File: src/rtl/bus_bridge_mux.sv
// Master-to-NSLV bus bridge: windowed address decode, registered req/ack handshake, error
// response for unmapped addresses. Optional wait-state timeout under `BRIDGE_TIMEOUT_EN`.
module bus_bridge_mux #(
  parameter int unsigned          NSLV = 2,
  parameter int unsigned          DW   = 32,
  parameter logic [NSLV*32-1:0]   BASE = {32'h0000_7F00, 32'h0000_0000},
  parameter logic [NSLV*32-1:0]   MASK = {32'hFFFF_FF00, 32'hFFFF_C000},
  parameter int unsigned          TMO  = 15
) (
  input  logic                 clk,
  input  logic                 reset_n,
  input  logic                 m_req,
  input  logic [31:0]          m_addr,
  input  logic [DW-1:0]        m_wdata,
  input  logic                 m_we,
  input  logic [DW/8-1:0]      m_be,
  output logic                 m_busy,
  output logic                 m_ready,
  output logic                 m_err,
  output logic [DW-1:0]        m_rdata,
  output logic [NSLV-1:0]      s_sel,
  output logic [31:0]          s_addr,
  output logic [DW-1:0]        s_wdata,
  output logic [NSLV-1:0]      s_we,
  output logic [DW/8-1:0]      s_be,
  input  logic [NSLV-1:0]      s_ack,
  input  logic [NSLV*DW-1:0]   s_rdata
);

  localparam int unsigned BW = DW / 8;

  typedef enum logic [1:0] {StIdle, StAccess, StResp, StErr} state_e;

  state_e            state_q, state_d;
  logic [31:0]       addr_q, addr_d;
  logic [DW-1:0]     wdata_q, wdata_d;
  logic              we_q, we_d;
  logic [BW-1:0]     be_q, be_d;
  logic [NSLV-1:0]   sel_q, sel_d;
  logic [DW-1:0]     rdata_q, rdata_d;
  logic              err_q, err_d;

  logic [NSLV-1:0]   hit_vec;
  logic [NSLV-1:0]   hit_oh;
  logic              ack_sel;
  logic [DW-1:0]     rdata_mux;
  logic              tmo_hit;

  // Lowest-index window wins on overlap: isolate the least significant set bit.
  always_comb begin
    hit_vec = '0;
    for (int i = 0; i < NSLV; i++) begin
      hit_vec[i] = ((m_addr & MASK[i*32 +: 32]) == BASE[i*32 +: 32]);
    end
    hit_oh = hit_vec & (~hit_vec + NSLV'(1));
  end

  // Only the selected slave's ack and data are observed.
  always_comb begin
    ack_sel   = |(s_ack & sel_q);
    rdata_mux = '0;
    for (int i = 0; i < NSLV; i++) begin
      if (sel_q[i]) begin
        rdata_mux = rdata_mux | s_rdata[i*DW +: DW];
      end
    end
  end

`ifdef BRIDGE_TIMEOUT_EN
  localparam int unsigned CW = (TMO < 1) ? 1 : $clog2(TMO + 1);

  logic [CW-1:0] tmo_cnt_q, tmo_cnt_d;

  // Fires in the ACCESS cycle whose un-acked increment would reach TMO; ack takes priority.
  always_comb begin
    tmo_cnt_d = '0;
    if (state_q == StAccess && !ack_sel) begin
      tmo_cnt_d = tmo_cnt_q + CW'(1);
    end
    tmo_hit = (state_q == StAccess) && !ack_sel && (tmo_cnt_q == CW'(TMO - 1));
  end

  always_ff @(posedge clk or negedge reset_n) begin
    if (!reset_n) begin
      tmo_cnt_q <= '0;
    end else begin
      tmo_cnt_q <= tmo_cnt_d;
    end
  end
`else
  assign tmo_hit = 1'b0;
`endif

  always_comb begin
    state_d = state_q;
    addr_d  = addr_q;
    wdata_d = wdata_q;
    we_d    = we_q;
    be_d    = be_q;
    sel_d   = sel_q;
    rdata_d = rdata_q;
    err_d   = err_q;
    unique case (state_q)
      StIdle: begin
        if (m_req) begin
          addr_d  = m_addr;
          wdata_d = m_wdata;
          we_d    = m_we;
          be_d    = m_be;
          if (|hit_vec) begin
            sel_d   = hit_oh;
            state_d = StAccess;
          end else begin
            rdata_d = '0;
            err_d   = 1'b1;
            state_d = StErr;
          end
        end
      end
      StAccess: begin
        if (ack_sel) begin
          rdata_d = we_q ? '0 : rdata_mux;
          sel_d   = '0;
          err_d   = 1'b0;
          state_d = StResp;
        end else if (tmo_hit) begin
          rdata_d = '0;
          sel_d   = '0;
          err_d   = 1'b1;
          state_d = StResp;
        end
      end
      StResp:  state_d = StIdle;
      StErr:   state_d = StIdle;
      default: state_d = StIdle;
    endcase
  end

  always_ff @(posedge clk or negedge reset_n) begin
    if (!reset_n) begin
      state_q <= StIdle;
      addr_q  <= '0;
      wdata_q <= '0;
      we_q    <= 1'b0;
      be_q    <= '0;
      sel_q   <= '0;
      rdata_q <= '0;
      err_q   <= 1'b0;
    end else begin
      state_q <= state_d;
      addr_q  <= addr_d;
      wdata_q <= wdata_d;
      we_q    <= we_d;
      be_q    <= be_d;
      sel_q   <= sel_d;
      rdata_q <= rdata_d;
      err_q   <= err_d;
    end
  end

  always_comb begin
    m_busy  = (state_q != StIdle);
    m_ready = (state_q == StResp) || (state_q == StErr);
    m_err   = m_ready && err_q;
    m_rdata = rdata_q;
    s_sel   = sel_q;
    s_addr  = addr_q;
    s_wdata = wdata_q;
    s_we    = sel_q & {NSLV{we_q}};
    s_be    = be_q;
  end

endmodule

File: config.mk
export PLATFORM = sky130hd
export DESIGN_NAME = bus_bridge_mux
export DESIGN_NICKNAME = d
export VERILOG_FILES = /design/src/rtl/bus_bridge_mux.sv
export SDC_FILE = /design/constraint.sdc
export NUM_CORES = 1
export LEC_CHECK = 0
export ABC_AREA = 0
export ABC_CLOCK_PERIOD_IN_PS = 2830
export BUFFER_PORTS_ARGS = -buffer_cell sky130_fd_sc_hd__clkbuf_2
export CAP_MARGIN = 20
export CELL_PAD_IN_SITES_DETAIL_PLACEMENT = 1
export CELL_PAD_IN_SITES_GLOBAL_PLACEMENT = 1
export CORE_MARGIN = 5
export CORE_UTILIZATION = 37
export CTS_CLUSTER_DIAMETER = 200
export CTS_CLUSTER_SIZE = 30
export DETAILED_ROUTE_END_ITERATION = 16
export PLACE_DENSITY = 0.95
export SLEW_MARGIN = 20
export SYNTH_ARGS = -nofsm -noshare
export SYNTH_HDL_FRONTEND = slang
export SYNTH_SLANG_ARGS = --single-unit
File: constraint.sdc
create_clock -name clk -period 2.83 [get_ports clk]
set_input_delay 0.4245 -clock clk [delete_from_list [all_inputs] [get_ports clk]]
set_output_delay 0.4245 -clock clk [all_outputs]
set_load 0.05 [all_outputs]
======== Word level (Yosys, flattened, before mapping) ========
Cells that the tools add are included.
storage, ports and cells
  register bits ........................... 106
  bits in latches ......................... 0
  memory bits (writable) .................. 0
  memory bits (read-only) ................. 0
  input port bits ......................... 138
  output and inout port bits .............. 107
  word-level logic and storage cells ...... 54
  memories kept ........................... 0
operators by class
  add/sub/neg operators ................... 1
  multiply operators ...................... 0
  div/mod/pow operators ................... 0
  $lt $le $gt $ge ......................... 0
  eq/ne operators ......................... 8
  shifts and indexed selects .............. 0
  multiplexer cells ....................... 19
  bitwise gates (word level) .............. 5
  reductions and logical operators ........ 13
operator list
  operator               number
  $mux W32               6
  $pmux W32 S2           1
  $logic_not A32 Y1      1
  $or A32 B32 Y32        1
  $eq A24 B7 Y1 const B  1
  $mux W2                6
  $ne A2 B2 Y1 const B   4
  $reduce_and A4 Y1      2
  $and A2 B2 Y2          3
  $pmux W2 S3            1
  $reduce_or A2 Y1       3
  $eq A2 B2 Y1 const B   2
  $pmux W2 S2            1
  $reduce_and A2 Y1      2
  $reduce_bool A2 Y1     2
  $mux W1                3
  $add A2 B1 Y2 const B  1
  $eq A2 B1 Y1 const B   1
  $logic_not A2 Y1       1
  $not A2 Y2             1
  $pmux W1 S2            1
  $logic_and A1 B1 Y1    1
  $logic_or A1 B1 Y1     1

======== Depth between registers and ports, before layout ========
Gate-level depths: netlist of run 1.
  word-level depth ........................ 7
  mapped depth ............................ 7
  mapped depth without buffers ............ 4

======== Worst setup path after synthesis of run 1 ========
OpenSTA, ideal clock, no wires.
  path type ............................... flip-flop to flip-flop
  start point ............................. register sel_q[0] (netlist: s_sel[0])
  end point ............................... register sel_q[1] (netlist: s_sel[1])
  setup time .............................. 122 ps
  arrival ................................. 1946 ps
  required time ........................... 2708 ps
  setup slack ............................. 762 ps
  cell stages (with the launch flop) ...... 7
  buffers on the path ..................... 2
  period minus slack after synthesis ...... 2068 ps
  cells stage by stage .................... dfrtp_1 buf_2 a22oi_1 a211o_1 clkbuf_1 nand4b_1 a32o_1
between the ends
  longest elaborated chain between the ends .. 4
ends and longest elaborated chain
  item                         line  text
  from (decl)                  39    logic [NSLV-1:0] sel_q, sel_d;
  from (signal assigned)       155   sel_q <= sel_d;
  $and A2 B2 Y2                60    ack_sel = |(s_ack & sel_q);
  $reduce_or A2 Y1             60
  $ne A2 B2 Y1 (no line)       -
  $reduce_and A4 Y1 (no line)  -
No other way between the ends.
A chain may end at the register's enable or synchronous reset.

======== Final worst setup path of run 1 ========
  start point ............................. register state_q[0]
  end point ............................... register rdata_q[1] (netlist: m_rdata[1])
between the ends
  longest elaborated chain between the ends .. 3
  elaborated cells on any way between the ends .. 8
  classes of those cells .................. eq/ne (4); mux (1); reduce/logical (3)
ends and longest elaborated chain
  item                                                                 line  text
  from (decl)                                                          34    state_e state_q, state_d;
  from (signal assigned)                                               141   state_q <= StIdle;
  from (signal assigned)                                               150   state_q <= state_d;
  $eq A2 B1 Y1 / $logic_not A2 Y1 (equally long branches)              103   unique case (state_q)
  $ne A2 B2 Y1 (no line) / $reduce_bool A2 Y1 (equally long branches)  -
  $reduce_and A4 Y1 (no line)                                          -
  to (signal assigned)                                                 156   rdata_q <= rdata_d;
  to (decl)                                                            40    logic [DW-1:0] rdata_q, rdata_d;
Several ways; a longest one is shown, not always the timed one.

==> impl_metrics.ini, run 1 <==
[run_status]
run_status = complete, no violations

[floorplanning]
std_cell_rows = 41
overall_die_area_mm2 = 0.0152
chipHeight_um = 123
coreArea_mm2 = 0.0126
width_of_the_die_um = 123
io-pin-count = 245
floorplan.initialDensity_pct = 37.7

[synth]
synth-seq-area-share_pct = 55.9
synth_enable_flop_cells = 0
synth_area_leader_cell = dfrtp_1
count_of_mapped_cells_out_of_synthesis = 367
ys_async_sr_fraction_pct = 100
synth.distinct_cells = 30
synth.ff_latch_count = 106
synth_top_area_share_pct = 55.9
synth_fp_nets = 505
mappedNetlistArea_mm2 = 0.00474
postSynth.topFlopCell = dfrtp_1
postSynthAreaPerCell_um2 = 12.9
yosysWarningCount = 0
leading_cell_types_by_total_area_after_synthesis = dfrtp_1 (56%), mux2_2 (16%), a311o_1 (6.1%), a22oi_1 (5.2%), and2_0 (3.4%)

[cells_and_area]
finalNetCount = 737
post-route-util_pct = 50.9
final_area_mm2 = 0.00639
areaGrowthSynthToFinish_pct = 34.8
register_area_mm2 = 0.00265
multiInputGateArea_mm2 = 0.00190
layout.cells.non_filler = 777
layout.cells.most_common = clkbuf_2
fillers = 1408
most-common-layout-cells = clkbuf_2 (243), dfrtp_1 (106), mux2_2 (69)
final_layout_size_suffix_gt1_share_pct = 57.1

[cts]
numCtsBuffers = 9
cts.root.buffer_cell = clkbuf_16
max-clock-path-buffers = 2
cts_hold_buf = 0
gates_resized_cts_repair = 0
cts_tree = built
htree_num_levels = 3
postCtsSetupBuffers = 0
clkSlewWorstSetupHoldPaths_ns = 0.07
cts.sinks = 106
insertion_delay_ns = 0.34

[global_route]
grt_start_max_net_pins = 65
grt.overflow.total = 0
track_usage_pct = 20.8
grt_pass1_vias = 4579
use_met3_pct = 8.01
grt_use_met1_pct = 22.5
busiest_layer = met2
antenna_found_initial = 2
grt_pass1_wl_mm = 24.3
global_route.usage.met2_pct = 36.8

[timing]
clock_skew_ns = 0.00576
tcrit_tclk_final_pct = 75.4
max_freq_mhz = 468
unrepaired_setup_endpoints_after_global_routing = false
maxSlewHeadroom_pct = 55.6
min_period_ns = 2.14
timing.final.max_slew_violations = 0
setup_slack_ns = 0.695
setup-tns-final_ns = 0
timing_hold_violations_final = 0
worst_max_slew_pin_slew_ns = 0.666
fin_worst_hold_slack_ns = 0.113
report.final.setup_viol = 0

[placement]
cell_area_after_placement_mm2 = 0.00609
place_congestion = 0.778
port_buffers = 244
dp.cells = 760
detailedPlacementHpwl_mm = 12.6
place_worst_setup_slack_ns = 0.522

[critical_path]
critPathMaxStageDelay_ns = 0.48
path_cells = inv_2, or4_1, buf_12, nor2_1, a311o_2
critPathLaunch = state_q[0]$_DFFE_PN0P_
crit_path_start_kind = register
rr_startpoint = state_q[0]$_DFFE_PN0P_
rr_worst_depth = 5
category_of_the_critical_setup_timing_path = register to register
crit_required_ns = 3.05
cp.arrival_ns = 2.36
crit_path_top_delay_cell = inv_2
critical_path.endpoint_type = register
worst-path-max-fanout = 35

[drt]
ant_nets = 0
first_iter_violations = 144
detail_route.vias_per_cell = 5.14
detailroute.via_count = 3997
routed_wire_length_per_instance_um = 20.4
final_routed_drc_violation_total = 0
drt-total-wl_mm = 15.9
detailed_routing_iteration_count_for_the_pre_antenna_repair_pass = 4

[power_and_ir_drop]
vdd.ir_drop.worst_v = 0.000707
power-per-cell-area_mw_per_mm2 = 1120
p_leak_nw = 3.08
power_mw = 7.17

[hold_path]
hold_path.class = input pin to async pin

[run]
maxCapViolations = 0
-- path summary, 6_finish.rpt --
check / end / slack [ns]
max in group asynchronous: s_be[3]$_DFFE_PN0P_ / 1.95
setup / recovery: m_rdata[1]$_DFFE_PN0P_ / 0.69
hold reg to reg: s_be[2]$_DFFE_PN0P_ / 0.51
min in group clk: s_be[1]$_DFFE_PN0P_ / 0.32
setup reg to reg: m_rdata[1]$_DFFE_PN0P_ / 0.69
hold / removal: m_rdata[16]$_DFFE_PN0P_ / 0.11
-- final cells by class --
class                      count  area share (%)
sequential                   106            41.5
inverter                       4           0.235
clock inverter                 6            1.04
tap                          172            3.37
timing repair buffer         251            20.6
clock buffer                  10            3.58
multi-input combinational    227            29.7
antenna                        1          0.0391
-- flip-flops by register name, summed over array words and instances, names as in the netlist --
register / cells
m_rdata: 32
s_addr: 32
s_wdata: 32
s_be: 4
s_sel: 2
state_q: 2
err_q: 1
we_q: 1
-- critical path: cells and delay by family, from the launching register on --
| kind | cells | cell delay [ns] |
|---|---|---|
| buf+inv | 2 | 0.70 |
| compound gates | 1 | 0.35 |
| simple gates | 2 | 0.51 |
| flops | 1 | 0.43 |
-- synth_stat cells (2+ instances only) --
cell type	n
nor2_1	35
buf_12	3
a311o_2	3
and3_1	2
or4_1	3
clkbuf_1	14
dfrtp_1	106
buf_2	12
a22oi_1	33
mux2_2	69
and2_1	9
a311o_1	29
nor4_4	2
and2_0	26
nand4_1	2
a32o_1	2
inv_1	3
nand2_1	2
-- logic make-up after synthesis --
logic type,after synthesis,synth area share [%]
buf+inv,34,4.20
compound gates,70,12.9
flops,106,55.9
simple gates,87,10.4
mux,70,16.6
-- metal layers --
layer / part of all wire (%) / wire length [um]
met3: 11 / 1810
met5: 0.057 / 9
met2: 50 / 7900
met1: 36 / 5770
met4: 2.3 / 357
-- where the power goes --
group	total [mW]	internal [mW]	switching (mW)
Combinational	3.55	0.938	2.61
Sequential	2.37	2.04	0.335
Clock	1.25	0.690	0.561
No activity file was read; power rests on OpenSTA's default activity.
==> run 2: changes to the inputs <==
Settings changed: ABC_CLOCK_PERIOD_IN_PS 2830 to 2100, CORE_UTILIZATION 37 to 34, PLACE_DENSITY 0.95 to 0.91.
Clock period 2.83 ns to 2.1 ns, I/O delays scaled along.
==> run 2 against run 1 <==
Utilization is 4.0 points lower. Combinational power is 35% higher. Highest routed layer is now met4. Non-clock buffer count is 5 higher. Global-route usage is 2.3 points lower. Total power is 34% higher. Sequential power is 34% higher. Die area is 8.1% higher. Sequential cell count stayed put. Via count is 0.43% higher. Design area is 1.0% higher. Clock skew is 0.0032 ns higher. Clock power is 30% higher.
==> impl_metrics.ini, run 2 (synthesized netlist as in run 1, its figures left out) <==
[timing]
setup-tns-final_ns = 0
max_freq_mhz = 542
tcrit_tclk_final_pct = 87.9
maxSlewHeadroom_pct = 70.1
setup_slack_ns = 0.255
clock_skew_ns = 0.00895
min_period_ns = 1.85
worst_max_slew_pin_slew_ns = 0.449
timing.final.max_slew_violations = 0
timing_hold_violations_final = 0
unrepaired_setup_endpoints_after_global_routing = false
report.final.setup_viol = 0

[cts]
cts.sinks = 106
max-clock-path-buffers = 2
clkSlewWorstSetupHoldPaths_ns = 0.07
insertion_delay_ns = 0.35
cts.root.buffer_cell = clkbuf_16
cts_hold_buf = 1
gates_resized_cts_repair = 0
htree_num_levels = 3
cts_tree = built
postCtsSetupBuffers = 0
numCtsBuffers = 9

[critical_path]
rr_worst_depth = 4
crit_required_ns = 1.78
crit_path_start_kind = register
critical_path.endpoint_type = output port
worst-path-max-fanout = 35
internal_reg_to_reg_setup_slack_ns = 0.28
cp.arrival_ns = 1.53
category_of_the_critical_setup_timing_path = register to output port
timing.rr.end = s_wdata[20]$_DFFE_PN0P_
rr_startpoint = state_q[1]$_DFFE_PN0P_

[cells_and_area]
layout.cells.most_common = clkbuf_2
most-common-layout-cells = clkbuf_2 (243), dfrtp_1 (106), mux2_2 (69)
final_layout_size_suffix_gt1_share_pct = 57.5
fillers = 1526
count_of_inserted_antenna_diode_cells = 0
finalNetCount = 742
areaGrowthSynthToFinish_pct = 36.2
layout.cells.non_filler = 789

[global_route]
grt_pass1_wl_mm = 24.1
grt.overflow.total = 0
grt_pass1_vias = 4648
track_usage_pct = 18.5
grt_start_max_net_pins = 71
antenna_found_initial = 0

[floorplanning]
io-pin-count = 245
floorplan.initialDensity_pct = 34.4
coreArea_mm2 = 0.0138
width_of_the_die_um = 128
std_cell_rows = 43
overall_die_area_mm2 = 0.0164
chipHeight_um = 128

[drt]
first_iter_violations = 109
detailed_routing_iteration_count_for_the_pre_antenna_repair_pass = 4
ant_nets = 0
routed_wire_length_per_instance_um = 19.1
detailroute.via_count = 4014
detail_route.vias_per_cell = 5.09
drt-total-wl_mm = 15.0
final_routed_drc_violation_total = 0

[placement]
port_buffers = 244
dp.cells = 772
place_worst_setup_slack_ns = 0.0486
detailedPlacementHpwl_mm = 11.7
place_congestion = 0.836

[power_and_ir_drop]
pwr-share-clk_pct = 17.0
share_seq_of_total_power_pct = 33.0
power_mw = 9.59
cell_internal_pwr_mw = 4.90
switching_share_pct = 48.9
power-per-cell-area_mw_per_mm2 = 1480
p_sw_mw = 4.69
vdd.ir_drop.worst_v = 0.00115
p_leak_nw = 3.10
comb_power_share_pct = 49.9

[hold_path]
hold_path.class = input pin to register
min-delay-start = m_addr[4]
hold-path-endpoint = s_addr[4]$_DFFE_PN0P_
min_delay_path_depth = 2

[run]
maxCapViolations = 0

[run_status]
run_status = complete, no violations
==> run 2: cell count changes in the layout (fill, tap and decap cells not counted) <==
cell,previous run,this run
clkbuf_8,0,1
clkinv_2,2,0
buf_12,3,5
diode_2,1,0
inv_6,0,2
clkbuf_1,1,0
bufinv_16,1,0
dlygate4sd3_1,0,1
clkinvlp_4,2,3
inv_8,1,0
clkinv_4,0,1
buf_4,5,7
==> run 2: final cells by class <==
cell class | count | area [um^2] | area share (%)
well taps | 180 | 225 | 3.49
repair buffers | 256 | 1380 | 21.4
inverters | 4 | 15.0 | 0.233
multi-input cells | 227 | 1900 | 29.4
flip-flops and latches | 106 | 2650 | 41.1
clock inverters | 6 | 48.8 | 0.756
clock buffers | 10 | 239 | 3.70
==> run 2: critical path, cell delays in order (launching register included) <==
cell	delay [ns]
dfrtp_1	0.35
buf_4	0.36
and2_1	0.19
clkbuf_2	0.28
==> run 2: stage by stage <==
| step | util [%] | hold WS (ns) | area, um^2 |
|---|---|---|---|
| CTS | 46.9 | 0.176 | 6460 |
| global route | 46.9 | 0.179 | 6460 |
| detailed placement | 44.7 | 0.295 | 6160 |
| global placement | 44.7 | 0.294 | 6160 |
| floorplan | - | 0.0194 | 4740 |
| finish | 46.9 | 0.191 | 6460 |
==> run 2: worst max path at each step <==
stage	to	slack (ns)	depth (start not counted)	startpoint
after global routing	s_we[1]	0.16	3	s_sel[1]$_DFFE_PN0P_
after global placement	m_rdata[11]$_DFFE_PN0P_	0.10	6	m_addr[21]
final	s_we[0]	0.25	3	s_sel[0]$_DFFE_PN0P_
after detailed placement	m_rdata[11]$_DFFE_PN0P_	0.05	6	m_addr[21]
after CTS	s_we[0]	0.23	3	s_sel[0]$_DFFE_PN0P_
after floorplan	s_sel[1]$_DFFE_PN0P_	0.03	6	s_sel[0]$_DFFE_PN0P_
==> run 2: power groups by stage <==
stage,combinational [mW],clock (mW),sequential [mW]
finish,4.79,1.63,3.17
global route,5.02,1.80,3.26
CTS,4.84,1.69,3.18
detailed placement,4.83,0,3.21
global placement,4.72,0,3.15
floorplan,1.17,0,5.50
==> run 2: layer usage <==
layer	vias up	global-route usage, %	share of wire, %
li1	1823	-	-
met1	2000	21.1	39
met2	175	33.2	52
met3	16	6.46	8.0
met4	0	4.62	1.2
met5	-	0	0
==> run 3: changes to the inputs <==
Settings changed: CORE_UTILIZATION 34 to 25, PLACE_DENSITY 0.91 to 0.73.
==> run 3 against run 2 <==
The run now ends with hold timing left. Critical path type unchanged. Routed wire length grew 0.58%. Combinational power about the same. Largest power group unchanged. Die area is 33% higher. Design area increased by 1.2%. Sequential share of layout area is 0.49 points lower. Critical path depth unchanged. Clock skew is 0.0018 ns lower. Via count is 1.7% lower. Fmax up 0.96%. Utilization fell by 12 points. Setup slack improved by 0.018 ns.
==> impl_metrics.ini, run 3 (synthesized netlist as in run 1, its figures left out) <==
[timing]
fin_worst_hold_slack_ns = -0.0570
timing_hold_violations_final = 14
tcrit_tclk_final_pct = 87.0
timing.final.max_slew_violations = 0
max_freq_mhz = 547
report.final.setup_viol = 0
setup-tns-final_ns = 0
unrepaired_setup_endpoints_after_global_routing = false
maxSlewHeadroom_pct = 51.0
worst_max_slew_pin_slew_ns = 0.735
clock_skew_ns = 0.00714
min_period_ns = 1.83

[placement]
place_congestion = 0.713
detailedPlacementHpwl_mm = 11.1
port_buffers = 244

[floorplanning]
floorplan.initialDensity_pct = 25.4
width_of_the_die_um = 148
coreArea_mm2 = 0.0187
std_cell_rows = 50
chipHeight_um = 148
overall_die_area_mm2 = 0.0218
io-pin-count = 245

[cells_and_area]
areaGrowthSynthToFinish_pct = 37.8
register_area_mm2 = 0.00265
fillers = 2132
multiInputGateArea_mm2 = 0.00190
layout.cells.most_common = clkbuf_2
most-common-layout-cells = clkbuf_2 (243), dfrtp_1 (106), mux2_2 (69)
finalNetCount = 742
final_layout_size_suffix_gt1_share_pct = 57.5

[critical_path]
path_cells = buf_4, and2_1, clkbuf_2
timing.rr.end = s_addr[8]$_DFFE_PN0P_
worst-path-max-fanout = 35
category_of_the_critical_setup_timing_path = register to output port
crit_path_top_delay_cell = buf_4
critical_path.endpoint_type = output port
combined_buffer_and_inverter_count_along_the_critical_path = 2
rr_startpoint = state_q[1]$_DFFE_PN0P_
crit_path_start_kind = register
internal_reg_to_reg_setup_slack_ns = 0.30
rr_worst_depth = 4
critPathTopFamily = buffers and inverters
critPathMaxStageDelay_ns = 0.36
crit_required_ns = 1.78
cp.arrival_ns = 1.51

[drt]
ant_nets = 0
final_routed_drc_violation_total = 0
detailed_routing_iteration_count_for_the_pre_antenna_repair_pass = 4
routed_wire_length_per_instance_um = 17.9
drt-total-wl_mm = 15.1
detail_route.vias_per_cell = 4.67
first_iter_violations = 71
detailroute.via_count = 3945

[power_and_ir_drop]
vdd.ir_drop.worst_v = 0.000895
power-per-cell-area_mw_per_mm2 = 1490
p_leak_nw = 3.12

[cts]
clkSlewWorstSetupHoldPaths_ns = 0.07
cts_tree = built
cts.root.buffer_cell = clkbuf_16
cts.sinks = 106
insertion_delay_ns = 0.35
numCtsBuffers = 9
htree_num_levels = 3
postCtsSetupBuffers = 0
gates_resized_cts_repair = 0
max-clock-path-buffers = 2
cts_hold_buf = 0

[hold_path]
hold_path.class = input pin to async pin

[global_route]
grt_pass1_vias = 4409
antenna_found_initial = 1
grt_start_max_net_pins = 107
grt.overflow.total = 0
track_usage_pct = 14.1
grt_pass1_wl_mm = 24.4

[run_status]
violations_in_the_final_reports = hold timing
run_status = complete, but fails checks

[run]
maxCapViolations = 0
## run 3: layout make-up
class                   instances  area share (%)
diodes                          1          0.0383
clock buffers                  11            3.71
clock inverters                 5            1.03
inverters                       4           0.230
multi-input cells             227            29.0
flip-flops and latches        106            40.6
well taps                     234            4.48
repair buffers                256            20.9
## run 3: metal layers
metal | share of wire, % | routed length (um) | track usage, % | vias up
met5 | 0.046 | 7 | 0 | -
met4 | 1.4 | 216 | 4.85 | 2
met3 | 11 | 1690 | 6.44 | 15
met2 | 48 | 7300 | 22.9 | 159
met1 | 39 | 5920 | 16.5 | 1943
li1 | - | - | - | 1826
## run 3: worst reg2reg max path, cell delays in order (launching register included)
cell and delay [ns]:
dfrtp_1 0.45, or2_2 0.36, nor2_4 0.11, buf_12 0.31
mux2_2 0.46
## run 3: how the worst max path moves through the flow
stage | startpoint | slack [ns] | to | depth (start not counted)
2_1_floorplan | s_sel[0]$_DFFE_PN0P_ | 0.03 | s_sel[1]$_DFFE_PN0P_ | 6
6_report | s_sel[0]$_DFFE_PN0P_ | 0.27 | s_we[0] | 3
3_3_place_gp | m_addr[21] | 0.08 | m_rdata[8]$_DFFE_PN0P_ | 6
5_1_grt | s_sel[1]$_DFFE_PN0P_ | 0.14 | s_we[1] | 3
3_5_place_dp | m_addr[15] | 0.02 | m_rdata[24]$_DFFE_PN0P_ | 6
4_1_cts | s_sel[1]$_DFFE_PN0P_ | 0.22 | s_we[1] | 3
## run 3: where the power goes
part	switching (mW)	leakage, nW	total [mW]	internal [mW]
sequential	0.389	1.32	3.13	2.74
combinational	3.49	1.64	4.79	1.30
clock	0.827	0.153	1.81	0.980
## run 3: stage by stage
| stage | power [mW] | setup WS (ns) | area (um^2) | utilization [%] | instances |
|---|---|---|---|---|---|
| after floorplan | 6.67 | 0.0321 | 4740 | - | 367 |
| after global placement | 7.96 | 0.0811 | 6220 | 33.3 | 827 |
| after detailed placement | 8.05 | 0.0152 | 6220 | 33.3 | 827 |
| after CTS | 9.91 | 0.224 | 6530 | 34.9 | 843 |
| after global routing | 10.3 | 0.138 | 6530 | 34.9 | 843 |
| final | 9.73 | 0.273 | 6540 | 34.9 | 844 |
